$ cat src/rtl/simon_pkg.sv
// Shared types and constants for the Simon Says round sequencer.
// Holds the controller state encoding, the LFSR constants and the LED helper functions.
package simon_pkg;

  typedef enum logic [2:0] {
    ST_IDLE     = 3'd0,
    ST_ADD      = 3'd1,
    ST_SHOW_ON  = 3'd2,
    ST_SHOW_OFF = 3'd3,
    ST_WAIT_IN  = 3'd4,
    ST_FAIL     = 3'd5,
    ST_WIN      = 3'd6
  } ctrl_state_t;

  localparam logic [15:0] LFSR_TAPS    = 16'hB400;
  localparam logic [15:0] SEED_DEFAULT = 16'hACE1;
  localparam logic [15:0] LED_FAIL     = 16'hFFFF;
  localparam logic [15:0] LED_WIN      = 16'hAAAA;

  function automatic logic [15:0] step_to_led(input logic [3:0] step);
    return 16'h0001 << step;
  endfunction

  function automatic logic is_onehot16(input logic [15:0] v);
    return (v != 16'h0000) && ((v & (v - 16'h0001)) == 16'h0000);
  endfunction

endpackage

$ cat src/rtl/simon_lfsr.sv
// 16-bit right-shifting Galois LFSR that generates the pattern steps.
// A load has priority over an advance in the same cycle.
module simon_lfsr
  import simon_pkg::*;
(
  input  logic        clk,
  input  logic        rst,
  input  logic        load,
  input  logic        adv,
  input  logic [15:0] load_val,
  output logic [15:0] lfsr
);

  logic [15:0] lfsr_r;

  // LFSR state register with synchronous active-low reset
  always_ff @(posedge clk) begin
    if (!rst) begin
      lfsr_r <= SEED_DEFAULT;
    end else if (load) begin
      lfsr_r <= load_val;
    end else if (adv) begin
      lfsr_r <= (lfsr_r >> 1) ^ (lfsr_r[0] ? LFSR_TAPS : 16'h0000);
    end else begin
      lfsr_r <= lfsr_r;
    end
  end

  assign lfsr = lfsr_r;

endmodule

$ cat src/rtl/simon_seq_ctrl.sv
// Simon Says round sequencer: grows the pattern, plays it back on the LEDs and
// checks the player's presses. All outputs come straight from registers.
module simon_seq_ctrl
  import simon_pkg::*;
#(
  parameter int MAX_LEN       = 8,
  parameter int ON_TICKS      = 4,
  parameter int OFF_TICKS     = 2,
  parameter int TIMEOUT_TICKS = 16
) (
  input  logic        clk,
  input  logic        rst,
  input  logic        start,
  input  logic        en,
  input  logic [15:0] seed,
  input  logic [15:0] in,
  output logic [15:0] led_out,
  output logic [3:0]  round,
  output logic        busy,
  output logic        win,
  output logic        fail
);

  localparam int IW = $clog2(MAX_LEN);
  localparam int CW = $clog2(ON_TICKS + OFF_TICKS + TIMEOUT_TICKS + 1);

  ctrl_state_t state_r, state_s;
  logic [3:0]    round_r, round_s;
  logic [3:0]    index_r, index_s;
  logic [CW-1:0] tick_r, tick_s;
  logic [3:0]    mem_r [MAX_LEN];
  logic [15:0]   led_r, led_s;
  logic          busy_r, win_r, fail_r;
  logic          mem_we_s, lfsr_load_s, lfsr_adv_s;
  logic [15:0]   lfsr_s, load_val_s;
  logic [3:0]    cur_step_s, next_step_s;
  logic [15:0]   expect_led_s;
  logic          lfsr_unused_s;

  assign load_val_s    = (seed == 16'h0000) ? SEED_DEFAULT : seed;
  assign lfsr_unused_s = ^lfsr_s[15:4];

  simon_lfsr u_lfsr (
    .clk      (clk),
    .rst      (rst),
    .load     (lfsr_load_s),
    .adv      (lfsr_adv_s),
    .load_val (load_val_s),
    .lfsr     (lfsr_s)
  );

  assign cur_step_s   = mem_r[index_r[IW-1:0]];
  assign expect_led_s = step_to_led(cur_step_s);

  // The first step of round 1 is still being written while its LED is loaded
  assign next_step_s = ((state_r == ST_ADD) && (round_r == 4'd0)) ? lfsr_s[3:0]
                                                                  : mem_r[index_s[IW-1:0]];

  // Next-state, counter and index logic
  always_comb begin
    state_s     = state_r;
    round_s     = round_r;
    index_s     = index_r;
    tick_s      = tick_r;
    mem_we_s    = 1'b0;
    lfsr_load_s = 1'b0;
    lfsr_adv_s  = 1'b0;
    case (state_r)
      ST_IDLE, ST_FAIL, ST_WIN: begin
        if (start) begin
          state_s     = ST_ADD;
          round_s     = 4'd0;
          index_s     = 4'd0;
          tick_s      = '0;
          lfsr_load_s = 1'b1;
        end else begin
          state_s = state_r;
        end
      end
      ST_ADD: begin
        mem_we_s   = 1'b1;
        lfsr_adv_s = 1'b1;
        round_s    = round_r + 4'd1;
        index_s    = 4'd0;
        tick_s     = '0;
        state_s    = ST_SHOW_ON;
      end
      ST_SHOW_ON: begin
        if (en) begin
          if (tick_r == CW'(ON_TICKS - 1)) begin
            state_s = ST_SHOW_OFF;
            tick_s  = '0;
          end else begin
            tick_s = tick_r + CW'(1);
          end
        end else begin
          tick_s = tick_r;
        end
      end
      ST_SHOW_OFF: begin
        if (en) begin
          if (tick_r == CW'(OFF_TICKS - 1)) begin
            tick_s = '0;
            if (index_r == round_r - 4'd1) begin
              state_s = ST_WAIT_IN;
              index_s = 4'd0;
            end else begin
              state_s = ST_SHOW_ON;
              index_s = index_r + 4'd1;
            end
          end else begin
            tick_s = tick_r + CW'(1);
          end
        end else begin
          tick_s = tick_r;
        end
      end
      ST_WAIT_IN: begin
        // A press outranks a simultaneous tick
        if (in != 16'h0000) begin
          if (!is_onehot16(in) || (in != expect_led_s)) begin
            state_s = ST_FAIL;
          end else if (index_r == round_r - 4'd1) begin
            if (round_r == 4'(MAX_LEN)) begin
              state_s = ST_WIN;
            end else begin
              state_s = ST_ADD;
            end
          end else begin
            index_s = index_r + 4'd1;
            tick_s  = '0;
          end
        end else if (en) begin
          if (tick_r == CW'(TIMEOUT_TICKS - 1)) begin
            state_s = ST_FAIL;
          end else begin
            tick_s = tick_r + CW'(1);
          end
        end else begin
          tick_s = tick_r;
        end
      end
      default: begin
        state_s = ST_IDLE;
      end
    endcase
  end

  // LED value for the state being entered, so led_out lines up with the state change
  always_comb begin
    led_s = 16'h0000;
    case (state_s)
      ST_SHOW_ON: led_s = step_to_led(next_step_s);
      ST_WAIT_IN: led_s = in;
      ST_ADD:     led_s = (state_r == ST_WAIT_IN) ? in : 16'h0000;
      ST_FAIL:    led_s = LED_FAIL;
      ST_WIN:     led_s = LED_WIN;
      default:    led_s = 16'h0000;
    endcase
  end

  // Controller state and output registers
  always_ff @(posedge clk) begin
    if (!rst) begin
      state_r <= ST_IDLE;
      round_r <= 4'd0;
      index_r <= 4'd0;
      tick_r  <= '0;
      led_r   <= 16'h0000;
      busy_r  <= 1'b0;
      win_r   <= 1'b0;
      fail_r  <= 1'b0;
    end else begin
      state_r <= state_s;
      round_r <= round_s;
      index_r <= index_s;
      tick_r  <= tick_s;
      led_r   <= led_s;
      busy_r  <= (state_s != ST_IDLE) && (state_s != ST_FAIL) && (state_s != ST_WIN);
      win_r   <= (state_s == ST_WIN);
      fail_r  <= (state_s == ST_FAIL);
    end
  end

  // Pattern memory, one nibble appended per round
  always_ff @(posedge clk) begin
    if (!rst) begin
      for (int i = 0; i < MAX_LEN; i++) begin
        mem_r[i] <= 4'h0;
      end
    end else if (mem_we_s) begin
      mem_r[round_r[IW-1:0]] <= lfsr_s[3:0];
    end
  end

  assign led_out = led_r;
  assign round   = round_r;
  assign busy    = busy_r;
  assign win     = win_r;
  assign fail    = fail_r;

endmodule

$ cat config.mk
export PLATFORM = sky130hd
export DESIGN_NAME = simon_seq_ctrl
export DESIGN_NICKNAME = d
export VERILOG_FILES = /design/src/rtl/simon_pkg.sv /design/src/rtl/simon_lfsr.sv /design/src/rtl/simon_seq_ctrl.sv
export SDC_FILE = /design/constraint.sdc
export NUM_CORES = 1
export LEC_CHECK = 0
export BUFFER_PORTS_ARGS = -buffer_cell sky130_fd_sc_hd__buf_2
export CAP_MARGIN = 40
export CELL_PAD_IN_SITES_DETAIL_PLACEMENT = 0
export CELL_PAD_IN_SITES_GLOBAL_PLACEMENT = 1
export CORE_MARGIN = 1.5
export CORE_UTILIZATION = 40
export CTS_CLUSTER_DIAMETER = 200
export DETAILED_ROUTE_END_ITERATION = 16
export PLACE_DENSITY = 0.79
export SYNTH_ARGS = -nofsm -noshare
export SYNTH_HDL_FRONTEND = slang
export SYNTH_SLANG_ARGS = --single-unit
$ cat constraint.sdc
create_clock -name clk -period 10.7 [get_ports clk]
set_clock_uncertainty 0.05 [all_clocks]
set_input_delay 0.535 -clock clk [delete_from_list [all_inputs] [get_ports clk]]
set_output_delay 0.535 -clock clk [all_outputs]
set_load 0.03 [all_outputs]
==> results.toml <==
[cells_and_area]
drive_gt1_frac = 0.167
multi_input_area_um2 = 3280
diodes = 0
n_fill_cell = 1307
synthToLayoutAreaGrowth_pct = 12.5
nNetsFinal = 692
design_area_um2 = 6180
seq_area_um2 = 1980

[floorplan]
core_um2 = 13300
io_pins = 59
die_w_um = 120
die_h_um = 120
dieArea_um2 = 14400
start_util = 0.413
core.rowCount = 42

[detailed_routing]
drc = 0
ant_nets = 0
wl_mm = 14.7
viasPerCell = 5.89
via_count = 4881
avgRoutedWirePerCell_um = 17.7
drt-initial-drc-count = 464
dr.pass1.iters = 5

[clock_network]
cts_buffer_depth = 2
cts.sinks = 83
cts_resized = 0
cts_root_buffer = "clkbuf_16"
cts_buffers = 9
h-tree-depth = 3
cts_setup_buffers = 0
cts_hold_buf = 0
cts_tree = "yes"
clock_latency_ps = 340
cts.clk_slew.worst_paths_ps = 60

[global_routing]
grt_max_degree = 45
antenna_found_initial = 0
grt_pass1_wl_mm = 23.6
grt-ovfl-total = 0
grt_pass1_vias = 4619
track_usage = 0.207

[yosys]
syn_nets = 659
yosys_register_bits = 83
syn_avg_cell_area_um2 = 8.93
synth_cells = 615
yosys-top-cells-count = "58 x nand2_1, 51 x dfxtp_1, 50 x nor2_1"
synthArstFlopShare = 0
yosys_warnings = 0
synth.distinct_cells = 80
synth_flop_cell = "dfxtp_1"
ys_top_cells_by_area = "dfxtp_1 19%, edfxtp_1 18%, and2_1 4.4%, nand2_1 4.0%, mux2i_1 3.8%"
syn-cell-area_um2 = 5490
synth_most_common_cell = "nand2_1"
synth-edff-count = 32
yosysTopAreaCell = "dfxtp_1"
synth.yosys.seq_area_share = 0.361
synth_top_area_share = 0.186

[setup_path]
cp-start-kind = "register"
crit_arrival_ps = 5910
required_ps = 10870
r2r_slack_ps = 4960
r2r_end = "led_out[5]$_SDFF_PN0_"
reg2reg_depth = 12
worstReg2RegStart = "index_r[0]$_SDFF_PN0_"
critical_path_class = "reg -> reg"
critPathMaxFanout = 15
critPathCaptureType = "register"

[sta]
maxSlewHeadroom = 0.422
fin_crit_sh = 0.537
final.setup.tns_ps = 0
fmax_mhz = 174
setup_violations = 0
tightestPinTransition_ps = 863
fin_crit_ps = 5740
rsz0062_at_grt = "false"
hold_viol_final = 0
slew_violations = 0

[hold_path]
min_from = "seed[4]"
hold_path_depth = 3
hp-class = "in -> reg"
min_to = "u_lfsr.lfsr[4]$_SDFFE_PN0P_"

[flow_run]
maxCapViolations = 0

[power_and_ir_drop]
p_sw_frac = 0.273
combPwrFrac = 0.151
peakVddDrop_uv = 82.2
power_frac_seq = 0.439
clkPwrFrac = 0.410
p_sw_mw = 0.224
p_leak_nw = 2.38
power.density_nw_per_um2 = 133
internal_power_mw = 0.597

[placement]
io_buffers = 58
hpwl_mm = 11.0
place_area_um2 = 5850
place_congestion = 0.855

[status]
status = "complete, no violations"
## cells by family (layout without fill, tap and decap cells)
logic type / after synthesis / after routing / synth area share
compound gates: 153 / 153 / 0.207
xor+xnor: 17 / 17 / 0.0271
fa+ha+maj: 9 / 9 / 0.0201
buf+inv: 53 / 91 / 0.0424
flops: 83 / 83 / 0.361
mux: 37 / 37 / 0.0912
simple gates: 263 / 263 / 0.251
## power by group through the flow
stage | Combinational [mW] | Sequential, mW | Clock (mW)
5_1_grt | 0.137 | 0.362 | 0.355
6_report | 0.124 | 0.360 | 0.337
3_3_place_gp | 0.120 | 0.366 | 0
2_1_floorplan | 0.0888 | 0.359 | 0
3_5_place_dp | 0.122 | 0.367 | 0
4_1_cts | 0.123 | 0.360 | 0.342
## per-layer routing
metal | track usage | wire length (µm)
met3 | 0.0528 | 916
met2 | 0.333 | 6810
met1 | 0.267 | 6560
met5 | 0 | 0
met4 | 0.0826 | 425
## how the worst max path moves through the flow
stage	start	to	slack, ps	cells past startpoint
2_1_floorplan	index_r[0]$_SDFF_PN0_	led_out[1]$_SDFF_PN0_	6070	15
3_3_place_gp	index_r[0]$_SDFF_PN0_	led_out[13]$_SDFF_PN0_	5060	12
3_5_place_dp	index_r[0]$_SDFF_PN0_	led_out[5]$_SDFF_PN0_	5010	12
4_1_cts	index_r[0]$_SDFF_PN0_	led_out[5]$_SDFF_PN0_	4970	12
5_1_grt	index_r[0]$_SDFF_PN0_	led_out[13]$_SDFF_PN0_	4430	12
6_report	index_r[0]$_SDFF_PN0_	led_out[5]$_SDFF_PN0_	4960	12
## worst max-delay path, stage by stage (launching register included)
cell      delay [ps]
dfxtp_1          820
mux4_2           630
mux2i_2          620
nand2_1          130
a311o_1          290
a22o_1           260
or4_1            550
o311a_1          440
nand2_2          360
mux2i_1          250
mux2i_1          150
a2111o_1         570
o41ai_1          480
## state kept, by name, summed over array words and instances, names as in the netlist
signal	cells
led_out	16
index_r	4
tick_r	5
fail	1
round	4
u_lfsr.lfsr	16
win	1
busy	1
state_r	3
mem_r	32
## cell usage in the layout, fill, tap and decap left out, drive strengths merged, types with 22 or more instances in the layout
master,netlist,final
buf,11,61
mux2i,24,24
nand2,59,59
and2,39,39
dfxtp,51,51
o21ai,31,31
nor2,50,50
edfxtp,32,32
nor3,22,22
a21oi,30,30
## cell type report
type                    count  area share
multi-input cells         479       0.530
flip-flops and latches     83       0.321
repair buffers             62      0.0525
clock buffers              10      0.0387
well taps                 176      0.0357
clock inverters             6      0.0140
inverters                  13     0.00790
## metrics by stage
stage | std cells | hold slack, ps | setup slack, ps | utilization | total power [mW]
after floorplan | 615 | 385 | 6070 | - | 0.448
after global placement | 811 | 403 | 5060 | 0.439 | 0.485
after detailed placement | 813 | 409 | 5010 | 0.440 | 0.489
after CTS | 829 | 387 | 4970 | 0.465 | 0.825
after global routing | 829 | 412 | 4430 | 0.465 | 0.854
final | 829 | 391 | 4960 | 0.465 | 0.821
Power figures use the tool's default switching activity.
